==> src/rtl/mem_rr_arbiter_pkg.sv <==
// Shared types and the round-robin winner function for mem_rr_arbiter.
package mem_arb_pkg;

  // Widest requester vector rr_next can handle.
  localparam int unsigned MAX_REQ = 32;

  typedef enum logic [1:0] {
    IDLE  = 2'd0,
    ISSUE = 2'd1,
    WAIT  = 2'd2,
    RESP  = 2'd3
  } arb_state_e;

  // One-hot winner among valid, searching last+1, last+2, ... modulo num.
  // Returns all zero when nothing is valid.
  function automatic logic [MAX_REQ-1:0] rr_next(input logic [MAX_REQ-1:0] valid,
                                                 input int unsigned        last,
                                                 input int unsigned        num);
    logic [MAX_REQ-1:0] grant;
    logic               found;
    int unsigned        idx;
    grant = '0;
    found = 1'b0;
    for (int unsigned k = 1; k <= num; k++) begin
      idx = (last + k) % num;
      if (!found && valid[idx[4:0]]) begin
        grant[idx[4:0]] = 1'b1;
        found           = 1'b1;
      end
    end
    return grant;
  endfunction

endpackage

==> src/rtl/mem_rr_arbiter_rr_arbiter.sv <==
// Round-robin grant logic with the last-winner pointer, advanced by an update strobe.
module rr_arbiter
  import mem_arb_pkg::*;
#(
  parameter  int unsigned NUM_REQ = 2,
  localparam int unsigned IDX_W   = $clog2(NUM_REQ)
) (
  input  logic               clk,
  input  logic               rst_n,
  input  logic [NUM_REQ-1:0] valid,
  input  logic               update,
  output logic [NUM_REQ-1:0] grant,
  output logic [IDX_W-1:0]   grant_idx
);

  logic [IDX_W-1:0]   last_q, last_d;
  logic [MAX_REQ-1:0] grant_wide;

  // Winner selection and its binary index.
  always_comb begin
    grant_wide = rr_next(MAX_REQ'(valid), 32'(last_q), NUM_REQ);
    grant      = grant_wide[NUM_REQ-1:0];
    grant_idx  = '0;
    for (int unsigned i = 0; i < NUM_REQ; i++) begin
      if (grant[i]) grant_idx = IDX_W'(i);
    end
  end

  if (NUM_REQ < MAX_REQ) begin : g_unused
    logic unused_hi;
    assign unused_hi = ^grant_wide[MAX_REQ-1:NUM_REQ];
  end

  // Pointer moves to the winner only when the handshake happens.
  always_comb begin
    last_d = update ? grant_idx : last_q;
  end

  // Pointer register; reset makes port 0 the first winner.
  always_ff @(posedge clk or negedge rst_n) begin
    if (!rst_n) last_q <= IDX_W'(NUM_REQ - 1);
    else        last_q <= last_d;
  end

endmodule

==> src/rtl/mem_rr_arbiter.sv <==
// Round-robin arbiter sharing one simple_mem port among NUM_REQ requesters,
// one outstanding transaction at a time.
module mem_rr_arbiter
  import mem_arb_pkg::*;
#(
  parameter int unsigned NUM_REQ    = 2,
  parameter int unsigned ADDR_WIDTH = 32,
  parameter int unsigned DATA_WIDTH = 32
) (
  input  logic                          clk,
  input  logic                          rst_n,
  input  logic [NUM_REQ-1:0]            req_valid,
  input  logic [NUM_REQ-1:0]            req_we,
  input  logic [NUM_REQ*ADDR_WIDTH-1:0] req_addr,
  input  logic [NUM_REQ*DATA_WIDTH-1:0] req_wdata,
  output logic [NUM_REQ-1:0]            req_ready,
  output logic [NUM_REQ-1:0]            resp_valid,
  output logic [DATA_WIDTH-1:0]         resp_rdata,
  output logic                          mem_req,
  output logic                          mem_we,
  output logic [ADDR_WIDTH-1:0]         mem_addr,
  output logic [DATA_WIDTH-1:0]         mem_wdata,
  input  logic [DATA_WIDTH-1:0]         mem_rdata,
  input  logic                          mem_ready,
  output logic                          busy
);

  localparam int unsigned IDX_W = $clog2(NUM_REQ);

  arb_state_e             state_q, state_d;
  logic                   mem_req_q, mem_req_d;
  logic                   mem_we_q, mem_we_d;
  logic [ADDR_WIDTH-1:0]  mem_addr_q, mem_addr_d;
  logic [DATA_WIDTH-1:0]  mem_wdata_q, mem_wdata_d;
  logic [IDX_W-1:0]       owner_q, owner_d;
  logic [NUM_REQ-1:0]     resp_valid_q, resp_valid_d;
  logic [DATA_WIDTH-1:0]  resp_rdata_q, resp_rdata_d;

  logic [NUM_REQ-1:0]     grant;
  logic [IDX_W-1:0]       grant_idx;
  logic                   hs;
  logic                   sel_we;
  logic [ADDR_WIDTH-1:0]  sel_addr;
  logic [DATA_WIDTH-1:0]  sel_wdata;

  rr_arbiter #(.NUM_REQ(NUM_REQ)) u_rr (
    .clk       (clk),
    .rst_n     (rst_n),
    .valid     (req_valid),
    .update    (hs),
    .grant     (grant),
    .grant_idx (grant_idx)
  );

  // Grant is only offered while idle; pick the winner's request fields.
  always_comb begin
    req_ready = (state_q == IDLE) ? grant : '0;
    hs        = |(req_valid & req_ready);
    sel_we    = 1'b0;
    sel_addr  = '0;
    sel_wdata = '0;
    for (int unsigned i = 0; i < NUM_REQ; i++) begin
      if (grant[i]) begin
        sel_we    = req_we[i];
        sel_addr  = req_addr[i*ADDR_WIDTH +: ADDR_WIDTH];
        sel_wdata = req_wdata[i*DATA_WIDTH +: DATA_WIDTH];
      end
    end
  end

  // FSM next state and registered-output next values.
  always_comb begin
    state_d      = state_q;
    mem_req_d    = 1'b0;
    mem_we_d     = mem_we_q;
    mem_addr_d   = mem_addr_q;
    mem_wdata_d  = mem_wdata_q;
    owner_d      = owner_q;
    resp_valid_d = '0;
    resp_rdata_d = resp_rdata_q;
    unique case (state_q)
      IDLE: begin
        if (hs) begin
          mem_we_d    = sel_we;
          mem_addr_d  = sel_addr;
          mem_wdata_d = sel_wdata;
          owner_d     = grant_idx;
          mem_req_d   = 1'b1;
          state_d     = ISSUE;
        end
      end
      ISSUE: state_d = WAIT;
      WAIT: begin
        if (mem_ready) begin
          resp_rdata_d          = mem_we_q ? '0 : mem_rdata;
          resp_valid_d[owner_q] = 1'b1;
          state_d               = RESP;
        end
      end
      RESP: state_d = IDLE;
      default: state_d = IDLE;
    endcase
  end

  // State and output registers.
  always_ff @(posedge clk or negedge rst_n) begin
    if (!rst_n) begin
      state_q      <= IDLE;
      mem_req_q    <= 1'b0;
      mem_we_q     <= 1'b0;
      mem_addr_q   <= '0;
      mem_wdata_q  <= '0;
      owner_q      <= '0;
      resp_valid_q <= '0;
      resp_rdata_q <= '0;
    end else begin
      state_q      <= state_d;
      mem_req_q    <= mem_req_d;
      mem_we_q     <= mem_we_d;
      mem_addr_q   <= mem_addr_d;
      mem_wdata_q  <= mem_wdata_d;
      owner_q      <= owner_d;
      resp_valid_q <= resp_valid_d;
      resp_rdata_q <= resp_rdata_d;
    end
  end

  assign mem_req    = mem_req_q;
  assign mem_we     = mem_we_q;
  assign mem_addr   = mem_addr_q;
  assign mem_wdata  = mem_wdata_q;
  assign resp_valid = resp_valid_q;
  assign resp_rdata = resp_rdata_q;
  assign busy       = (state_q != IDLE);

endmodule

==> config.mk <==
export PLATFORM = sky130hd
export DESIGN_NAME = mem_rr_arbiter
export DESIGN_NICKNAME = d
export VERILOG_FILES = /design/src/rtl/mem_rr_arbiter_pkg.sv /design/src/rtl/mem_rr_arbiter_rr_arbiter.sv /design/src/rtl/mem_rr_arbiter.sv
export SDC_FILE = /design/constraint.sdc
export NUM_CORES = 1
export LEC_CHECK = 0
export BUFFER_PORTS_ARGS = -buffer_cell sky130_fd_sc_hd__buf_2
export CAP_MARGIN = 30
export CORE_MARGIN = 2
export CORE_UTILIZATION = 39
export DETAILED_ROUTE_END_ITERATION = 6
export PLACE_DENSITY = 0.76
export REMOVE_ABC_BUFFERS = 1
export SKIP_LAST_GASP = 1
export SYNTH_ARGS = -nofsm -noshare
export SYNTH_HDL_FRONTEND = slang
export SYNTH_SLANG_ARGS = --single-unit
==> constraint.sdc <==
create_clock -name clk -period 1.6 [get_ports clk]
set_input_delay 0.32 -clock clk [delete_from_list [all_inputs] [get_ports clk]]
set_output_delay 0.32 -clock clk [all_outputs]
set_load 0.02 [all_outputs]
## Yosys cells after proc, flatten, opt, wreduce, memory -nomap -nowiden

Cells that the tools add are included.

- $add $sub $neg: 2
- Magnitude comparators: 6
- Eq/ne operators: 5
- Muxes and demuxes: 29
- Bitwise gates (word level): 2
- Reductions and logical operators: 11

Operator list:

| operator | number |
|---|---|
| 32-bit two-way mux | 5 |
| 2-bit two-way mux | 7 |
| 1-bit two-way mux | 13 |
| 1-bit by 6-bit less-than comparator with 1-bit output, second input constant | 2 |
| 2-bit case mux with 4 select lines | 1 |
| 2-bit AND reduction | 3 |
| 2-bit == test, second input constant | 2 |
| 1-bit logical AND | 4 |
| 1-bit demux with 1-bit select | 3 |
| 1-bit >= comparator, second input constant | 3 |
| 1-bit adder, second input constant | 2 |
| 2-bit bitwise AND | 1 |
| 2-bit by 1-bit == test with 1-bit output, second input constant | 1 |
| 2-bit logical NOT | 1 |
| 1-bit by 2-bit less-than comparator with 1-bit output, second input constant | 1 |
| 2-bit by 1-bit inequality test with 1-bit output, second input constant | 1 |
| 2-bit inequality test, second input constant | 1 |
| 2-bit OR | 1 |
| 2-bit nonzero test | 1 |
| 2-bit OR reduction | 1 |
| 1-bit logical NOT | 1 |

- Bits in registers: 104
- Input port bits: 167
- Output and inout port bits: 103
- Word-level logic and storage cells: 64

## Logic depth before layout (Yosys ltp)

Gate-level depths: netlist of run 1.

- Word-level depth: 13
- Mapped depth: 7
- Depth with buffers taken out: 5

## Modules after synthesis

A second synthesis of run 1 with hierarchy kept.

- Cells, all modules: 393
- Area, all modules: 4,878.4 sq um

Modules (own cells, without submodules):

| module | times used | cells an instance | area an instance (sq um) | seq. area each (sq um) |
|---|---|---|---|---|
| mem_rr_arbiter | 1 | 387 | 4,807.1 | 2,577.5 |
| rr_arbiter | 1 | 6 | 71.3 | 26.3 |

## Least setup slack after synthesis of run 1

Ideal clock, no wire load.

- Path type: register -> register
- Start point: reg state_q[0]
- End point: reg mem_addr_q[29] (netlist: mem_addr[29])
- Library setup time: 0.126 ns
- Arrival: 1.408 ns
- Required time: 1.474 ns
- Setup slack: 0.066 ns
- Stages on the path, launching flop included: 8
- Path buffers: 2
- Clock period less this slack: 1.534 ns
- Path through: dfrtp_1 inv_1 ha_1 nand2_1 a21oi_2 buf_4 buf_4 a221o_1

- Word-level cells in the longest chain between the ends: 5

RTL lines:

| element | RTL line | text |
|---|---|---|
| start, declared | mem_rr_arbiter.sv:30 | `arb_state_e state_q, state_d;` |
| start signal, assigned | mem_rr_arbiter.sv:117 | `state_q <= state_d;` |
| 2-bit logical NOT (*) | mem_rr_arbiter.sv:57, mem_rr_arbiter.sv:81 |  |
| 2-bit two-way mux | mem_rr_arbiter.sv:57 | `req_ready = (state_q == IDLE) ? grant : '0;` |
| 2-bit bitwise AND | mem_rr_arbiter.sv:58 | `hs = \|(req_valid & req_ready);` |
| 2-bit OR reduction | mem_rr_arbiter.sv:58 |  |
| 2-bit AND reduction (no line) (*) | -- |  |
| end signal, assigned | mem_rr_arbiter.sv:120 | `mem_addr_q <= mem_addr_d;` |
| end, declared | mem_rr_arbiter.sv:33 | `logic [ADDR_WIDTH-1:0] mem_addr_q, mem_addr_d;` |

Every way passes the cells marked *; elsewhere a longest branch is shown, timed or not.
A chain may end at the register's enable or synchronous reset.

## Worst setup path in the final report of run 1

- Start point: reg state_q[1]
- End point: out req_ready[0]

- Word-level cells in the longest chain between the ends: 2

RTL lines:

| element | RTL line | text |
|---|---|---|
| 2-bit logical NOT | mem_rr_arbiter.sv:57 |  |
| 2-bit two-way mux | mem_rr_arbiter.sv:57 |  |
| end, declared | mem_rr_arbiter.sv:16 | `output logic [NUM_REQ-1:0] req_ready,` |

No other way between the ends.

==> metrics.yaml, run 1 <==
yosys:
  synth-seq-cells: 104
  synth.area.mux_share: 0.00251
  seq_area_frac_synth: 0.580
  synth_area_um2: 4490
  yosysWarnings: 0
  synth_compound_area_frac: 0.193
  synthXorXnorAreaFrac: 0
  synth_cell_types: 22
  syn_area_per_cell_um2: 11.6
  synthSimpleGateAreaFrac: 0.169
  synth_top_family_by_area: "compound AO/OA/AOI/OAI gates"
  synthAdderAreaFrac: 0.00836
  netlist_instances: 386
clock_tree:
  clkLatencyLatePin_ns: 0.34
  cts_buffers: 9
  htreeDepth: 3
  cts.sinks: 104
  cts_buffer_depth: 2
  clkSlewWorstSetupHoldPaths_ns: 0.07
  cts_tree: "done"
  root_buffer: "clkbuf_16"
run_status:
  status: "finished, violations left"
  violations: "negative setup slack"
final_layout:
  nets: 841
  layout-drive-gt1-share: 0.490
  num-fill-cells: 954
  syn_to_final_growth_pct: 48.4
  fin_area_um2: 6660
  layout.cells.non_filler: 819
  diodes: 0
routing:
  wl_per_cell_um: 17.4
  wl_met2_mm: 7.37
  drc: 0
  routed_via_density: 5.15
  first_pass_iters: 4
  drtIter0Drc: 173
  via_count: 4217
  met3_length_um: 758
  ant_nets: 0
  maxUsedRoutingLayer: "met4"
  drt-met1-wl_mm: 5.58
  wl_mm: 14.2
setup_path:
  startpoint: "state_q[1]"
  critPathMaxFanout: 3
  crit_arrival_ns: 1.46
  end_kind: "primary output"
  worstSetupPathType: "reg2out"
  required_ns: 1.28
  crit-reg2reg-launch: "state_q[1]"
  start_kind: "flop"
sta:
  slew_headroom: 0.761
  post-route-period-util: 1.11
  hold_violations: 0
  fmax_ghz: 0.562
  fin_crit_ns: 1.78
  setup_ws_ns: -0.179
  setup_violations: 69
  slew_violations: 0
  rsz0062_at_grt: "true"
  setup_tns_ns: -8.14
  clock_skew_ns: 0.00807
  tightest_slew_ns: 0.358
place:
  io_buffers: 269
  dp.cells: 791
  post-place-ws_ns: -0.0129
  place.gp.congestion: 0.831
  hpwl_mm: 9.99
  placed_area_um2: 6120
job:
  maxCapViolCount: 0
die:
  core-area_um2: 11300
  die_h_um: 111
  start_util: 0.396
  die_x_um: 111
  die-area_um2: 12400
  rows: 39
  ios: 270
power_and_ir_drop:
  peakVddDrop_uv: 895
  powerDensity_nw_per_um2: 2060
  leakagePower_nw: 3.49
  p_total_mw: 13.7
global_routing:
  grt_pass1_wl_mm: 21.5
  antenna_found_initial: 0
  overflow: 0
  grt_pass1_vias: 4348
  grtUsageTotal: 0.220
  grt_max_degree: 67
worst_hold_path:
  hp-class: "in2reg"
  min_from: "req_wdata[19]"
==> stage by stage <==
stage	utilization	hold WS, ns
2_1_floorplan	-	0.0244
3_3_place_gp	0.540	0.126
3_5_place_dp	0.540	0.126
4_1_cts	0.577	0.190
5_1_grt	0.588	0.190
6_report	0.588	0.203
==> registers in the layout, summed over array words and instances (netlist names) <==
register / count
mem_addr: 32
mem_req: 1
mem_wdata: 32
mem_we: 1
owner_q: 1
resp_rdata: 32
resp_valid: 2
state_q: 2
u_rr.last_q: 1
==> report_power, final <==
group	internal [mW]	total, mW	switching [mW]	leakage [nW]
registers	3.83	4.49	0.656	1.30
logic	2.99	6.80	3.81	2.02
clock network	1.45	2.41	0.960	0.165
==> layout make-up <==
class                           count  area (µm²)  area share
Inverter                            7        26.3     0.00395
Multi-Input combinational cell    244        1720       0.258
Clock inverter                      5        78.8      0.0118
Sequential cell                   104        2600       0.391
Timing Repair Buffer              305        1800       0.270
Tap cell                          143         179      0.0269
Clock buffer                       11         253      0.0379
==> cells by family (layout without fill, tap and decap cells) <==
kind of cell,after synthesis,count (layout)
mux,1,1
simple gates,136,136
fa+ha+maj,3,3
flops,104,104
buf+inv,38,328
compound gates,104,104
==> synthesized netlist by cell type <==
| cell type | n | area share |
|---|---|---|
| a21oi_1 | 1 | 0.0011 |
| a21oi_2 | 2 | 0.0039 |
| a221o_1 | 65 | 0.14 |
| and2_0 | 60 | 0.084 |
| and2_1 | 5 | 0.0070 |
| buf_2 | 12 | 0.013 |
| buf_4 | 5 | 0.0084 |
| buf_6 | 5 | 0.013 |
| clkbuf_1 | 9 | 0.0075 |
| dfrtp_1 | 103 | 0.57 |
| dfstp_2 | 1 | 0.0059 |
| ha_1 | 3 | 0.0084 |
| inv_1 | 7 | 0.0059 |
| mux2_2 | 1 | 0.0025 |
| nand2_1 | 36 | 0.030 |
| nand2b_1 | 32 | 0.045 |
| nor2_1 | 2 | 0.0017 |
| nor3b_1 | 1 | 0.0017 |
| o21ai_0 | 33 | 0.037 |
| o21ai_2 | 1 | 0.0020 |
| o21bai_1 | 1 | 0.0017 |
| o32a_1 | 1 | 0.0022 |
==> layout by cell type (no fill, tap or decap), types with 7 or more instances in the layout <==
cell,count
o21ai_0,33
nand2b_1,32
a221o_1,65
nand2_1,34
buf_2,265
dfrtp_1,103
buf_4,22
clkbuf_16,12
and2_0,60
buf_12,7
==> worst max-delay path: stages, from the launching register on <==
cell and delay [ns]:
dfrtp_1 0.41, inv_2 0.10, ha_4 0.16, nand2_4 0.06
a21oi_4 0.15, buf_12 0.13, buf_8 0.10
==> layer usage <==
layer  global-route usage  vias to the layer above
met5                    0                        -
met4                0.124                        0
met3               0.0448                       44
met2                0.387                      182
met1                0.249                     2051
li1                     -                     1940
==> repair_timing <==
| item | in CTS | in global routing |
|---|---|---|
| hold buffers | 1 | 0 |
| setup buffers | 4 | 1 |
| hold endpoints to repair | 65 | 0 |
| resized for setup | 12 | 7 |
| pin swaps | 1 | 1 |
| setup endpoints to repair | 61 | 98 |
| gates cloned | 0 | 6 |
==> path summary, 6_finish.rpt <==
path / endpoint / slack (ns) / cells past startpoint
worst max-delay path: req_ready[0] / -0.18 / 6
worst min-delay path: mem_wdata[19] / 0.20 / 2
worst max register to register: mem_wdata[25] / -0.16 / 8
worst min register to register: resp_valid[0] / 0.45 / 1
max in group asynchronous: u_rr.last_q / 0.77 / 3
min in group asynchronous: resp_rdata[0] / 0.31 / 2
No activity file was read; power rests on OpenSTA's default activity.
==> run 2, diff against run 1 <==
--- a/config.mk
+++ b/config.mk
@@ -8,9 +8,9 @@
 export BUFFER_PORTS_ARGS = -buffer_cell sky130_fd_sc_hd__buf_2
 export CAP_MARGIN = 30
 export CORE_MARGIN = 2
-export CORE_UTILIZATION = 39
+export CORE_UTILIZATION = 44
 export DETAILED_ROUTE_END_ITERATION = 6
-export PLACE_DENSITY = 0.76
+export PLACE_DENSITY = 0.81
 export REMOVE_ABC_BUFFERS = 1
 export SKIP_LAST_GASP = 1
 export SYNTH_ARGS = -nofsm -noshare
==> constraint.sdc (replaced) <==
create_clock -name clk -period 2.3 [get_ports clk]
set_input_delay 0.46 -clock clk [delete_from_list [all_inputs] [get_ports clk]]
set_output_delay 0.46 -clock clk [all_outputs]
set_load 0.02 [all_outputs]
==> run 2 against run 1 <==
The run now ends clean. Core utilization increased by 4.0 points. Worst hold slack got worse by 0.14 ns. Final cell count decreased by 4.4%. First-iteration DRC count increased by 48%. Die area decreased by 11%. Clock power decreased by 45%. Power decreased by 37%. Sequential share of layout area increased by 3.1 points. Critical path depth decreased by 1. Clock skew increased by 0.0045 ns.
==> metrics.yaml, run 2 (synthesized netlist as in run 1, its figures left out) <==
sta:
  hold_violations: 0
  tightest_slew_ns: 0.551
  fin_crit_ns: 2.11
  setup_tns_ns: 0
  fmax_ghz: 0.474
  post-route-period-util: 0.917
  rsz0062_at_grt: "false"
  slew_violations: 0
  setup_violations: 0
  clock_skew_ns: 0.0126
  slew_headroom: 0.631
clock_tree:
  hold_buffers: 0
  cts_buffer_depth: 2
  root_buffer: "clkbuf_8"
  htreeDepth: 3
  cts_tree: "done"
  cts.sinks: 104
  clkLatencyLatePin_ns: 0.37
  cts_resized: 0
  clkSlewWorstSetupHoldPaths_ns: 0.11
  postCtsSetupBuffers: 0
  cts_buffers: 9
final_layout:
  fin_area_um2: 6170
  layout-drive-gt1-share: 0.462
  syn_to_final_growth_pct: 37.6
  nets: 815
  mostFrequentLayoutCell: "buf_2"
  final_cell_mix: "buf_2, dfrtp_1, a221o_1"
  diodes: 0
setup_path:
  worstSetupPathType: "reg2out"
  crit_arrival_ns: 1.65
  end_kind: "primary output"
  cp_cell_sequence: "inv_1, ha_1, nand2_1, a21oi_4, buf_2"
  crit_buf_inv: 2
  critPathMaxFanout: 5
  cp_top_family: "flip-flops"
  start_kind: "flop"
  slowest_delay_ns: 0.40
  required_ns: 1.84
  worst_path_max_delay_cell: "dfrtp_1"
die:
  core-area_um2: 9820
  ios: 270
  rows: 36
  die_x_um: 105
  die_h_um: 105
  start_util: 0.457
  die-area_um2: 11000
global_routing:
  grt.met1_usage: 0.287
  antenna_found_initial: 0
  top_usage_layer: "met2"
  grt_max_degree: 67
  grt_pass1_wl_mm: 20.1
  grtUsageTotal: 0.232
  grt_pass1_vias: 3955
  overflow: 0
  met3_usage: 0.0449
  use_met2: 0.396
power_and_ir_drop:
  powerDensity_nw_per_um2: 1390
  leakagePower_nw: 3.24
  peakVddDrop_uv: 641
routing:
  wl_mm: 13.0
  via_count: 4004
  ant_nets: 0
  routed_via_density: 5.11
  first_pass_iters: 4
  drc: 0
  drtIter0Drc: 256
  wl_per_cell_um: 16.6
run_status:
  status: "completed"
place:
  hpwl_mm: 9.79
  io_buffers: 269
  placed_area_um2: 5940
  place.gp.congestion: 0.831
worst_hold_path:
  hp-class: "in2async"
job:
  maxCapViolCount: 0
-- run 2: routing by layer --
layer / up-vias / share of wire
met5: - / 0
met2: 194 / 0.50
met1: 1895 / 0.41
li1: 1889 / -
met4: 0 / 0.026
met3: 26 / 0.065
-- run 2: where the power goes --
group | switching, mW | internal [mW] | total [mW] | leakage [nW]
combinational | 2.41 | 1.71 | 4.12 | 1.82
clock | 0.659 | 0.661 | 1.32 | 0.119
sequential | 0.473 | 2.66 | 3.13 | 1.30
-- run 2: worst paths after layout --
| kind | startpoint | endpoint | slack, ns | cells after the start |
|---|---|---|---|---|
| worst max-delay path | state_q[0] | req_ready[0] | 0.19 | 5 |
| min in group clk | req_addr[40] | mem_addr[8] | 0.31 | 2 |
| worst min-delay path | rst_n | mem_addr[8] | 0.06 | 1 |
| worst min register to register | owner_q | resp_valid[0] | 0.43 | 1 |
| worst max register to register | state_q[0] | mem_addr[21] | 0.47 | 6 |
| max in group asynchronous | rst_n | mem_wdata[29] | 1.65 | 2 |
-- run 2: layout make-up --
cell class                      count  area (µm²)
Multi-Input combinational cell    244        1690
Tap cell                          133         166
Sequential cell                   104        2600
Clock buffer                       10         138
Inverter                            7        26.3
Fill cell                         834        3650
Clock inverter                      6        97.6
Timing Repair Buffer              279        1450
-- run 2: per-stage QoR --
step	util	instances	total power [mW]	setup slack [ns]	hold slack, ns
after global placement	0.605	767	7.16	0.581	0.409
after floorplan	-	355	5.69	-0.401	0.164
after CTS	0.629	783	8.65	0.169	0.0685
final	0.629	783	8.58	0.191	0.0608
after global routing	0.629	783	9.12	0.0738	0.0822
after detailed placement	0.605	767	7.32	0.495	0.420
-- run 2: worst reg2reg max path: cells and delay by family, from the launching register on --
kind / cells / cell delay, ns
compound gates: 2 / 0.41
fa+ha+maj: 1 / 0.28
buf+inv: 2 / 0.55
flops: 1 / 0.40
simple gates: 1 / 0.14
==> run 3, diff against run 2 <==
--- a/config.mk
+++ b/config.mk
@@ -7,6 +7,7 @@
 export LEC_CHECK = 0
 export BUFFER_PORTS_ARGS = -buffer_cell sky130_fd_sc_hd__buf_2
 export CAP_MARGIN = 30
+export CORE_ASPECT_RATIO = 0.75
 export CORE_MARGIN = 2
 export CORE_UTILIZATION = 44
 export DETAILED_ROUTE_END_ITERATION = 6
==> run 3 against run 2 <==
Combinational power up 2%. Final cell count down 0.26%. Sequential power is essentially flat. Largest power group unchanged.
==> metrics.yaml, run 3 (synthesized netlist as in run 1, its figures left out) <==
run_status:
  status: "completed"
sta:
  rsz0062_at_grt: "false"
  fin_crit_ns: 2.05
  post-route-period-util: 0.892
  setup_violations: 0
  slew_headroom: 0.620
  hold_violations: 0
  hold_ws_ns: 0.141
  slew_violations: 0
  clock_skew_ns: 0.00797
  setup_ws_ns: 0.248
  fmax_ghz: 0.487
  tightest_slew_ns: 0.570
power_and_ir_drop:
  p_total_mw: 8.89
  peakVddDrop_uv: 729
  leakagePower_nw: 3.28
  powerDensity_nw_per_um2: 1420
final_layout:
  diodes: 0
  postLayoutCoreUtil: 0.642
  syn_to_final_growth_pct: 39.8
  nets: 814
  layout-drive-gt1-share: 0.462
  mostFrequentLayoutCell: "buf_2"
  layout.cells.non_filler: 781
  final_cell_mix: "buf_2, dfrtp_1, a221o_1"
setup_path:
  end_kind: "primary output"
  worstSetupPathType: "reg2out"
  critPathMaxFanout: 5
  start_kind: "flop"
  crit_arrival_ns: 1.59
  required_ns: 1.84
die:
  die_h_um: 91.5
  ios: 270
  rows: 31
  die-area_um2: 11000
  start_util: 0.459
  die_x_um: 121
  core-area_um2: 9770
clock_tree:
  clkSlewWorstSetupHoldPaths_ns: 0.08
  htreeDepth: 3
  clkLatencyLatePin_ns: 0.33
  cts_buffers: 9
  root_buffer: "clkbuf_16"
  cts_buffer_depth: 2
  cts_tree: "done"
  cts.sinks: 104
routing:
  first_pass_iters: 4
  wl_per_cell_um: 16.8
  drtIter0Drc: 274
  drc: 0
  via_count: 4057
  ant_nets: 0
  wl_mm: 13.2
  routed_via_density: 5.19
place:
  dp.cells: 764
  place.gp.congestion: 0.822
  hpwl_mm: 9.46
  post-place-ws_ns: 0.382
  io_buffers: 269
global_routing:
  grt_pass1_vias: 4214
  grt_max_degree: 105
  grt_pass1_wl_mm: 21.1
  grtUsageTotal: 0.241
  overflow: 0
  antenna_found_initial: 0
worst_hold_path:
  hp-class: "in2async"
job:
  maxCapViolCount: 0
-- run 3: cell count changes in the layout (fill, tap and decap cells not counted), sizes merged --
cell	change
buf	-1
bufinv	-1
clkbuf	+1
clkinvlp	+2
inv	-2
-- run 3: report_power, final --
part	switching, mW	internal [mW]
Sequential	0.450	2.66
Clock	0.677	0.910
Combinational	2.45	1.74
-- run 3: area by class of cell --
cell class | instances | area (µm²)
clock buffer | 11 | 253
clock inverter | 5 | 62.6
fill | 798 | 3500
inverter | 7 | 26.3
multi-input combinational | 244 | 1700
sequential | 104 | 2600
tap | 132 | 165
timing repair buffer | 278 | 1470
-- run 3: critical path: stages (launching register included) --
cell and delay (ns):
dfrtp_1 0.39, inv_1 0.10, ha_1 0.28, nand2_1 0.14
a21oi_4 0.15, buf_2 0.20
-- run 3: path summary, 6_finish.rpt --
kind / start / endpoint / slack, ns / cells past startpoint
worst max-delay path: state_q[0] / req_ready[1] / 0.25 / 5
worst min-delay path: rst_n / mem_wdata[12] / 0.14 / 2
worst max register to register: state_q[0] / mem_wdata[5] / 0.45 / 6
worst min register to register: owner_q / resp_valid[0] / 0.43 / 1
max in group asynchronous: rst_n / resp_rdata[30] / 1.68 / 2
min in group clk: req_addr[46] / mem_addr[14] / 0.35 / 2
-- run 3: layer usage --
layer  vias to the layer above  track usage  wire length [µm]
met1                      1940        0.295              5240
met4                         0       0.0736               223
met5                         -            0                 0
met2                       204        0.414              6570
met3                        22       0.0685              1120
li1                       1891            -                 -
-- run 3: repair_timing --
action | 4_1_cts | 5_1_grt
gates resized for setup | 0 | 0
buffers inserted | 1 | 0
endpoints found under the setup margin | 1 | 0
hold buffers | 0 | 0
-- run 3: stage by stage --
stage | instance area [µm²] | TNS (ns)
after CTS | 6270 | 0
final | 6270 | 0
after global placement | 5950 | 0
after detailed placement | 5950 | 0
after global routing | 6270 | 0
after floorplan | 4300 | -24.80
